==> src/rtl/alu_station.sv <==
// alu_station: single-entry ALU reservation station with operand snoop.
// Holds one instruction until its operands resolve, then broadcasts the result for one cycle.
module alu_station #(
  parameter int SELF_TAG = 1
) (
  input  logic        clk,
  input  logic        rst,
  input  logic        clear_in,
  input  logic        en_in,
  input  logic [31:0] pc_in,
  input  logic [3:0]  op_in,
  input  logic [2:0]  tagx_in,
  input  logic [2:0]  tagy_in,
  input  logic [31:0] datax_in,
  input  logic [31:0] datay_in,
  input  logic [4:0]  addrw_in,
  input  logic        en_mw0,
  input  logic [31:0] write_data0,
  input  logic        en_mw1,
  input  logic [31:0] write_data1,
  input  logic        en_mwM,
  input  logic [31:0] write_dataM,
  output logic        busy_out,
  output logic        en_out,
  output logic [4:0]  reg_write_addr_out,
  output logic [31:0] write_data_out
);

  localparam logic [1:0] S_IDLE = 2'd0;
  localparam logic [1:0] S_WAIT = 2'd1;
  localparam logic [1:0] S_DONE = 2'd2;

  localparam logic [3:0] OP_ADD   = 4'd0;
  localparam logic [3:0] OP_SUB   = 4'd1;
  localparam logic [3:0] OP_SLL   = 4'd2;
  localparam logic [3:0] OP_SLT   = 4'd3;
  localparam logic [3:0] OP_SLTU  = 4'd4;
  localparam logic [3:0] OP_XOR   = 4'd5;
  localparam logic [3:0] OP_SRL   = 4'd6;
  localparam logic [3:0] OP_SRA   = 4'd7;
  localparam logic [3:0] OP_OR    = 4'd8;
  localparam logic [3:0] OP_AND   = 4'd9;
  localparam logic [3:0] OP_LUI   = 4'd10;
  localparam logic [3:0] OP_AUIPC = 4'd11;
  localparam logic [3:0] OP_LINK  = 4'd12;

  // The slot tag only identifies the instance; nothing compares against it.
  logic unused_self_tag;
  assign unused_self_tag = ^3'(SELF_TAG);

  logic [1:0]  state;
  logic [31:0] pc_q;
  logic [3:0]  op_q;
  logic [4:0]  addrw_q;
  logic [2:0]  tagx_q;
  logic [2:0]  tagy_q;
  logic [31:0] datax_q;
  logic [31:0] datay_q;

  logic        x_hit, y_hit, ix_hit, iy_hit;
  logic [31:0] x_bus, y_bus, ix_bus, iy_bus;
  logic        x_rdy, y_rdy;
  logic [31:0] x_eff, y_eff;
  logic [31:0] result;

  function automatic logic snoop_hit(input logic [2:0] t,
                                     input logic m0,
                                     input logic m1,
                                     input logic mm);
    return (t == 3'd1 && m0) ||
           (t == 3'd2 && m1) ||
           (t == 3'd3 && mm);
  endfunction

  function automatic logic [31:0] snoop_data(input logic [2:0]  t,
                                             input logic [31:0] d0,
                                             input logic [31:0] d1,
                                             input logic [31:0] dm);
    logic [31:0] d;
    d = d0;
    if (t == 3'd2) d = d1;
    if (t == 3'd3) d = dm;
    return d;
  endfunction

  assign busy_out = (state == S_WAIT);

  // Resolve held and incoming operands against the three write-back buses.
  always_comb begin
    x_hit  = snoop_hit(tagx_q, en_mw0, en_mw1, en_mwM);
    y_hit  = snoop_hit(tagy_q, en_mw0, en_mw1, en_mwM);
    ix_hit = snoop_hit(tagx_in, en_mw0, en_mw1, en_mwM);
    iy_hit = snoop_hit(tagy_in, en_mw0, en_mw1, en_mwM);
    x_bus  = snoop_data(tagx_q, write_data0, write_data1, write_dataM);
    y_bus  = snoop_data(tagy_q, write_data0, write_data1, write_dataM);
    ix_bus = snoop_data(tagx_in, write_data0, write_data1, write_dataM);
    iy_bus = snoop_data(tagy_in, write_data0, write_data1, write_dataM);
    x_rdy  = (tagx_q == 3'd0) || x_hit;
    y_rdy  = (tagy_q == 3'd0) || y_hit;
    x_eff  = (tagx_q == 3'd0) ? datax_q : x_bus;
    y_eff  = (tagy_q == 3'd0) ? datay_q : y_bus;
  end

  // ALU on the effective operands; undefined sub-ops yield zero.
  always_comb begin
    result = 32'd0;
    case (op_q)
      OP_ADD:   result = x_eff + y_eff;
      OP_SUB:   result = x_eff - y_eff;
      OP_SLL:   result = x_eff << y_eff[4:0];
      OP_SLT:   result = {31'd0, $signed(x_eff) < $signed(y_eff)};
      OP_SLTU:  result = {31'd0, x_eff < y_eff};
      OP_XOR:   result = x_eff ^ y_eff;
      OP_SRL:   result = x_eff >> y_eff[4:0];
      OP_SRA:   result = $unsigned($signed(x_eff) >>> y_eff[4:0]);
      OP_OR:    result = x_eff | y_eff;
      OP_AND:   result = x_eff & y_eff;
      OP_LUI:   result = y_eff;
      OP_AUIPC: result = pc_q + y_eff;
      OP_LINK:  result = pc_q + 32'd4;
      default:  result = 32'd0;
    endcase
  end

  // Station FSM: issue, snoop while waiting, one-cycle result broadcast.
  always_ff @(posedge clk or posedge rst) begin
    if (rst) begin
      state              <= S_IDLE;
      pc_q               <= 32'd0;
      op_q               <= 4'd0;
      addrw_q            <= 5'd0;
      tagx_q             <= 3'd0;
      tagy_q             <= 3'd0;
      datax_q            <= 32'd0;
      datay_q            <= 32'd0;
      en_out             <= 1'b0;
      reg_write_addr_out <= 5'd0;
      write_data_out     <= 32'd0;
    end else begin
      en_out <= 1'b0;
      if (clear_in) begin
        state <= S_IDLE;
      end else begin
        case (state)
          S_WAIT: begin
            if (x_rdy && y_rdy) begin
              write_data_out     <= result;
              reg_write_addr_out <= addrw_q;
              en_out             <= 1'b1;
              state              <= S_DONE;
            end else begin
              if (x_hit) begin
                tagx_q  <= 3'd0;
                datax_q <= x_bus;
              end
              if (y_hit) begin
                tagy_q  <= 3'd0;
                datay_q <= y_bus;
              end
            end
          end
          default: begin
            if (en_in) begin
              pc_q    <= pc_in;
              op_q    <= op_in;
              addrw_q <= addrw_in;
              tagx_q  <= ix_hit ? 3'd0 : tagx_in;
              datax_q <= ix_hit ? ix_bus : datax_in;
              tagy_q  <= iy_hit ? 3'd0 : tagy_in;
              datay_q <= iy_hit ? iy_bus : datay_in;
              state   <= S_WAIT;
            end else begin
              state <= S_IDLE;
            end
          end
        endcase
      end
    end
  end

endmodule

==> config.mk <==
export PLATFORM = sky130hd
export DESIGN_NAME = alu_station
export DESIGN_NICKNAME = d
export VERILOG_FILES = /design/src/rtl/alu_station.sv
export SDC_FILE = /design/constraint.sdc
export NUM_CORES = 1
export LEC_CHECK = 0
export CORE_MARGIN = 5
export CORE_UTILIZATION = 35
export CTS_CLUSTER_DIAMETER = 80
export DETAILED_ROUTE_END_ITERATION = 16
export SYNTH_ARGS = -nofsm -noshare
export SYNTH_HDL_FRONTEND = slang
export SYNTH_SLANG_ARGS = --single-unit
==> constraint.sdc <==
create_clock -name clk -period 6.1 [get_ports clk]
set_input_delay 0.61 -clock clk [delete_from_list [all_inputs] [get_ports clk]]
set_output_delay 0.61 -clock clk [all_outputs]
set_load 0.005 [all_outputs]
* After elaboration in Yosys (flattened, before gate mapping)
Index checks and enable logic that the tools add are counted.
Storage, ports and cells: bits in latches 0, bits of input ports 214, register bits 151, memories 0, output and inout port bits 39, memory bits (writable) 0, logic and storage cells 123, memory bits (read-only) 0
Cells by class: reduce and logical (&&, ||, !) cells 31, bitwise operators 5, shift operators 3, divide/modulo/power cells 0, equal/unequal tests 29, $lt $le $gt $ge 2, $mul 0, muxes and demuxes 38, add/subtract/negate cells 4
Operators with widths (number):
- $mux 32 | 20
- $pmux 32 s13 | 1
- $add 32x32->32 | 2
- $lt 32x32->1 | 2
- $add 32x3->32 const B | 1
- $and 32x32->32 | 1
- $or 32x32->32 | 1
- $shl 32x5->32 | 1
- $shr 32x5->32 | 1
- $sshr 32x5->32 | 1
- $sub 32x32->32 | 1
- $xor 32x32->32 | 1
- $mux 3 | 10
- $eq 3x2->1 const B | 8
- $eq 4x4->1 const B | 5
- $eq 4x3->1 const B | 4
- $logic_and 1x1->1 | 13
- $eq 3x1->1 const B | 4
- $logic_or 1x1->1 | 10
- $eq 4x2->1 const B | 2
- $reduce_and 4->1 | 2
- $logic_not 3->1 | 2
- $mux 2 | 3
- $reduce_and 3->1 | 2
- 9 further kinds | 14

* Depth between registers and ports, before layout
word-level depth 9, mapped depth 22, depth with buffers taken out 17

* Least setup slack after synthesis
No wires, ideal clock.
path type reg-to-reg, start register tagy_q[0], end register write_data_out[31], stages on the path, launching flop included 22, setup slack 1231 ps, buffers on the path 4, period minus slack after synthesis 4869 ps, library setup time 129 ps, arrival time 4740 ps, data required time 5971 ps, cells stage by stage dfrtp_1 > buf_2 > buf_2 > buf_1 > buf_1 > mux2i_1 > nor2_1 > a21oi_1 > nor2_1 > a21oi_1 > inv_1 > ha_1 > or4_1 > or3_1 > a21oi_1 > o311ai_0 > nand3_1 > o21ai_0 > o31ai_1 > mux2i_1 > a41o_1 > nand3_1
Between the ends: longest elaborated chain between the ends 7, elaborated cells on any way between the ends 25, classes of those cells add/sub (3); eq/ne (3); shift (3); mux (4); bitwise (3); reduce/logical (9)
Ends and longest elaborated chain:
- start: declaration | line 56 | logic [2:0] tagy_q;
- start signal: assignment | line 169 | tagy_q <= iy_hit ? 3'd0 : tagy_in;
- branches (longest 7 deep; another with $add 32x32->32)
- end signal: assignment | line 147 | write_data_out <= result;
- end: declaration | line 26 | output logic [31:0] write_data_out
Parallel ways; which one is timed is not known. A chain may end at the register's enable or synchronous reset.

* Worst setup path after layout
start register tagx_q[0], end register write_data_out[31]
Between the ends: longest elaborated chain between the ends 7, elaborated cells on any way between the ends 24, classes of those cells add/sub (2); eq/ne (3); shift (3); mux (4); bitwise (3); reduce/logical (9)
Ends and longest elaborated chain:
- start: declaration | line 55 | logic [2:0] tagx_q;
- start signal: assignment | line 167 | tagx_q <= ix_hit ? 3'd0 : tagx_in;
- branches (longest 7 deep; another with $sub 32x32->32)
Parallel ways; which one is timed is not known.

==> results.cfg <==
[run_status]
outcome = finished, final reports clean

[logic_synthesis]
synth_flop_cell = dfrtp_1
yosysMostFrequentCell = mux2i_1
synth-edff-count = 0
synth_top_area_cell = dfrtp_1
synth_top_area_frac = 0.179
synth_seq_area_share = 0.179
synth_area_leaders = dfrtp_1 18%, mux2i_1 14%, ha_1 7.6%
synth_seq_cells = 151
yosysUniqueCellTypes = 87
yosysWarnings = 0
ys_async_sr_fraction = 1.00
synthesis.nets = 3123
syn_area_per_cell_um2 = 7.60
synth_cells = 2778
synth_commonest_cells = 287 x mux2i_1, 269 x nand2_1, 260 x nor2_1
synth_area_um2 = 21100

[setup_path]
crit_path_start_kind = register
path_max_fanout = 18
end_kind = register
worst-setup-path-type = register to register
path_cells = or3_1 -> o21ai_0 -> o21ai_0 -> ha_1 -> or4_1 -> or3_1 -> a21oi_1 -> buf_4 -> o311ai_0 -> nand3_1 -> o21ai_0 -> o31ai_1 -> mux2i_1 -> a41o_1 -> nand3_1
path_buf_inv = 1
cp.required_ps = 6490
cpPeakStageDelay_ps = 940
cp_common_cell = o21ai_0
slowest_stage = o21ai_0
crit_arrival_ps = 5960
cp_top_family = compound AO/OA/AOI/OAI gates

[floorplan]
num_io_pins = 253
start_util = 0.352
die_x_um = 256
num_rows = 90
die_area_um2 = 65400
design.core.area_um2 = 60000
dieHeight_um = 256

[placement]
hpwl_mm = 83.3
io_buffers = 252
gp_congestion = 1.03
post_dp_cell_area_um2 = 24700

[route]
drt_iter0_drc = 2886
met1_length_mm = 44.4
vias = 23600
antenna_left = 0
met3_length_mm = 9.59
drt_first_pass_iters = 6
avgRoutedWirePerCell_um = 28.8
highest_layer = met4
drc = 0
dr_wl_met2_mm = 47.8
routed_wl_mm = 108
via_per_inst = 6.32

[global_route]
gr-usage-all-layers = 0.313
grt_pass1_wl_mm = 156
antenna_found_initial = 4
grt_pass1_vias = 22700
grt_overflow = 0
grt_max_degree = 91

[cells_and_area]
post-route-cell-area_um2 = 25200
final_util = 0.420
nets = 3292
multi_input_area_um2 = 16100
ff_latch_area_um2 = 3780
fillers = 6178
drive_above_1_share = 0.0959
syn_to_final_growth_pct = 19.5

[job]
maxCapViolations = 0

[clock_tree]
ctsResizeCount = 0
cts_made_buffers = 17
hold_buffers = 0
htree_levels = 4
insertion_delay_ps = 510
tritoncts = done
clk_pin_slew_worst_paths_ps = 80
clock_sinks = 151
cts_setup_buffers = 0
cts_root_buf = clkbuf_16
clk_path_buf_depth = 2

[sta]
rsz0062_at_grt = false
skew_ps = 15.8
period_share = 0.914
fin_tns_setup_ps = 0
hold_viol_final = 0
relSlewSlack = 0.180
finalSetupViolCount = 0
tightest_slew_ps = 1220
finalMaxSlewViolations = 0
fmax_mhz = 179
period_minus_slack_ps = 5580

[power]
power_density_nw_per_um2 = 605
vdd_drop_max_v = 0.000317
total_leakage_power_nw = 10.7

[min_path]
worstHoldPathType = register to register
[report_power, final]
group / switching (mW) / internal, mW
Sequential: 0.349 / 1.34
Clock: 0.542 / 0.572
Combinational: 8.11 / 4.35
[state kept, by name, indices dropped and copies added, names as in the netlist]
register and count:
op_q 4, write_data_out 32, addrw_q 5, reg_write_addr_out 5, pc_q 32, en_out 1
datax_q 32, tagy_q 3, datay_q 32, state 2, tagx_q 3
[cell type report]
class,instances,share of cell area
multi-input combinational,2305,0.638
timing repair buffer,365,0.134
clock inverter,14,0.00550
sequential,151,0.150
clock buffer,18,0.0170
antenna,2,0.000198
tap,782,0.0388
inverter,107,0.0161
[metal layers]
layer / vias up / global-route usage
li1: 10600 / -
met1: 11600 / 0.409
met2: 1237 / 0.491
met3: 225 / 0.0697
met4: 0 / 0.148
met5: - / 0
[layout by cell type, fill, tap and decap left out, types with 14 or more instances in the layout]
master           netlist  final
a221o_1               14     14
a31oi_1               17     17
mux2_2                79     79
nand2_1              269    266
nand4_1               16     16
or3_1                 14     14
o31ai_1               19     18
o22ai_1               20     20
o21ai_0              243    242
o21a_1                28     28
clkdlybuf4s50_1        0    250
a22oi_1               17     17
o211ai_1              35     35
nor2b_1               53     50
ha_1                 129    129
nand3_1               46     46
o221ai_1              21     21
nor2_1               260    257
buf_4                 13    111
o21ai_1               14     15
a211oi_1             135    135
mux2i_1              287    287
o22a_1                32     32
and3_1                14     14
a21o_1                53     53
dfrtp_1              151    149
inv_1                 99     98
a21oi_1              199    197
nor3_1                18     15
xor2_1                29     29
xnor2_1               47     47
clkbuf_16              0     17
a221oi_1              32     32
[metrics by stage]
step | power [mW] | std cells | setup WS, ps | hold WS [ps]
final | 15.3 | 3744 | 522 | 480
after global routing | 16.0 | 3742 | 228 | 491
after CTS | 14.8 | 3742 | 651 | 483
after detailed placement | 13.6 | 3710 | 602 | 465
after global placement | 13.6 | 3710 | 718 | 459
after floorplan | 9.12 | 2778 | 1230 | 448
[cells by family after synthesis]
| group | after synthesis | share of synthesized area |
|---|---|---|
| AO/OA/AOI/OAI | 977 | 0.306 |
| multiplexers | 372 | 0.184 |
| flip-flops | 151 | 0.179 |
| AND/OR/NAND/NOR | 749 | 0.158 |
| adder cells (fa/ha/maj) | 131 | 0.0783 |
| buffers and inverters | 322 | 0.0638 |
| XOR/XNOR | 76 | 0.0315 |
[final timing paths]
| path | start | endpoint | slack [ps] | depth (start not counted) |
|---|---|---|---|---|
| max in group asynchronous | rst | tagy_q[0] | 4520 | 3 |
| min in group asynchronous | rst | state[0] | 550 | 2 |
| setup reg to reg | tagx_q[0] | write_data_out[31] | 520 | 15 |
| hold / removal | datay_q[21] | datay_q[21] | 480 | 1 |
| setup / recovery | tagx_q[0] | write_data_out[31] | 520 | 15 |
| hold reg to reg | datay_q[21] | datay_q[21] | 480 | 1 |
(Power assumes the default switching activity.)
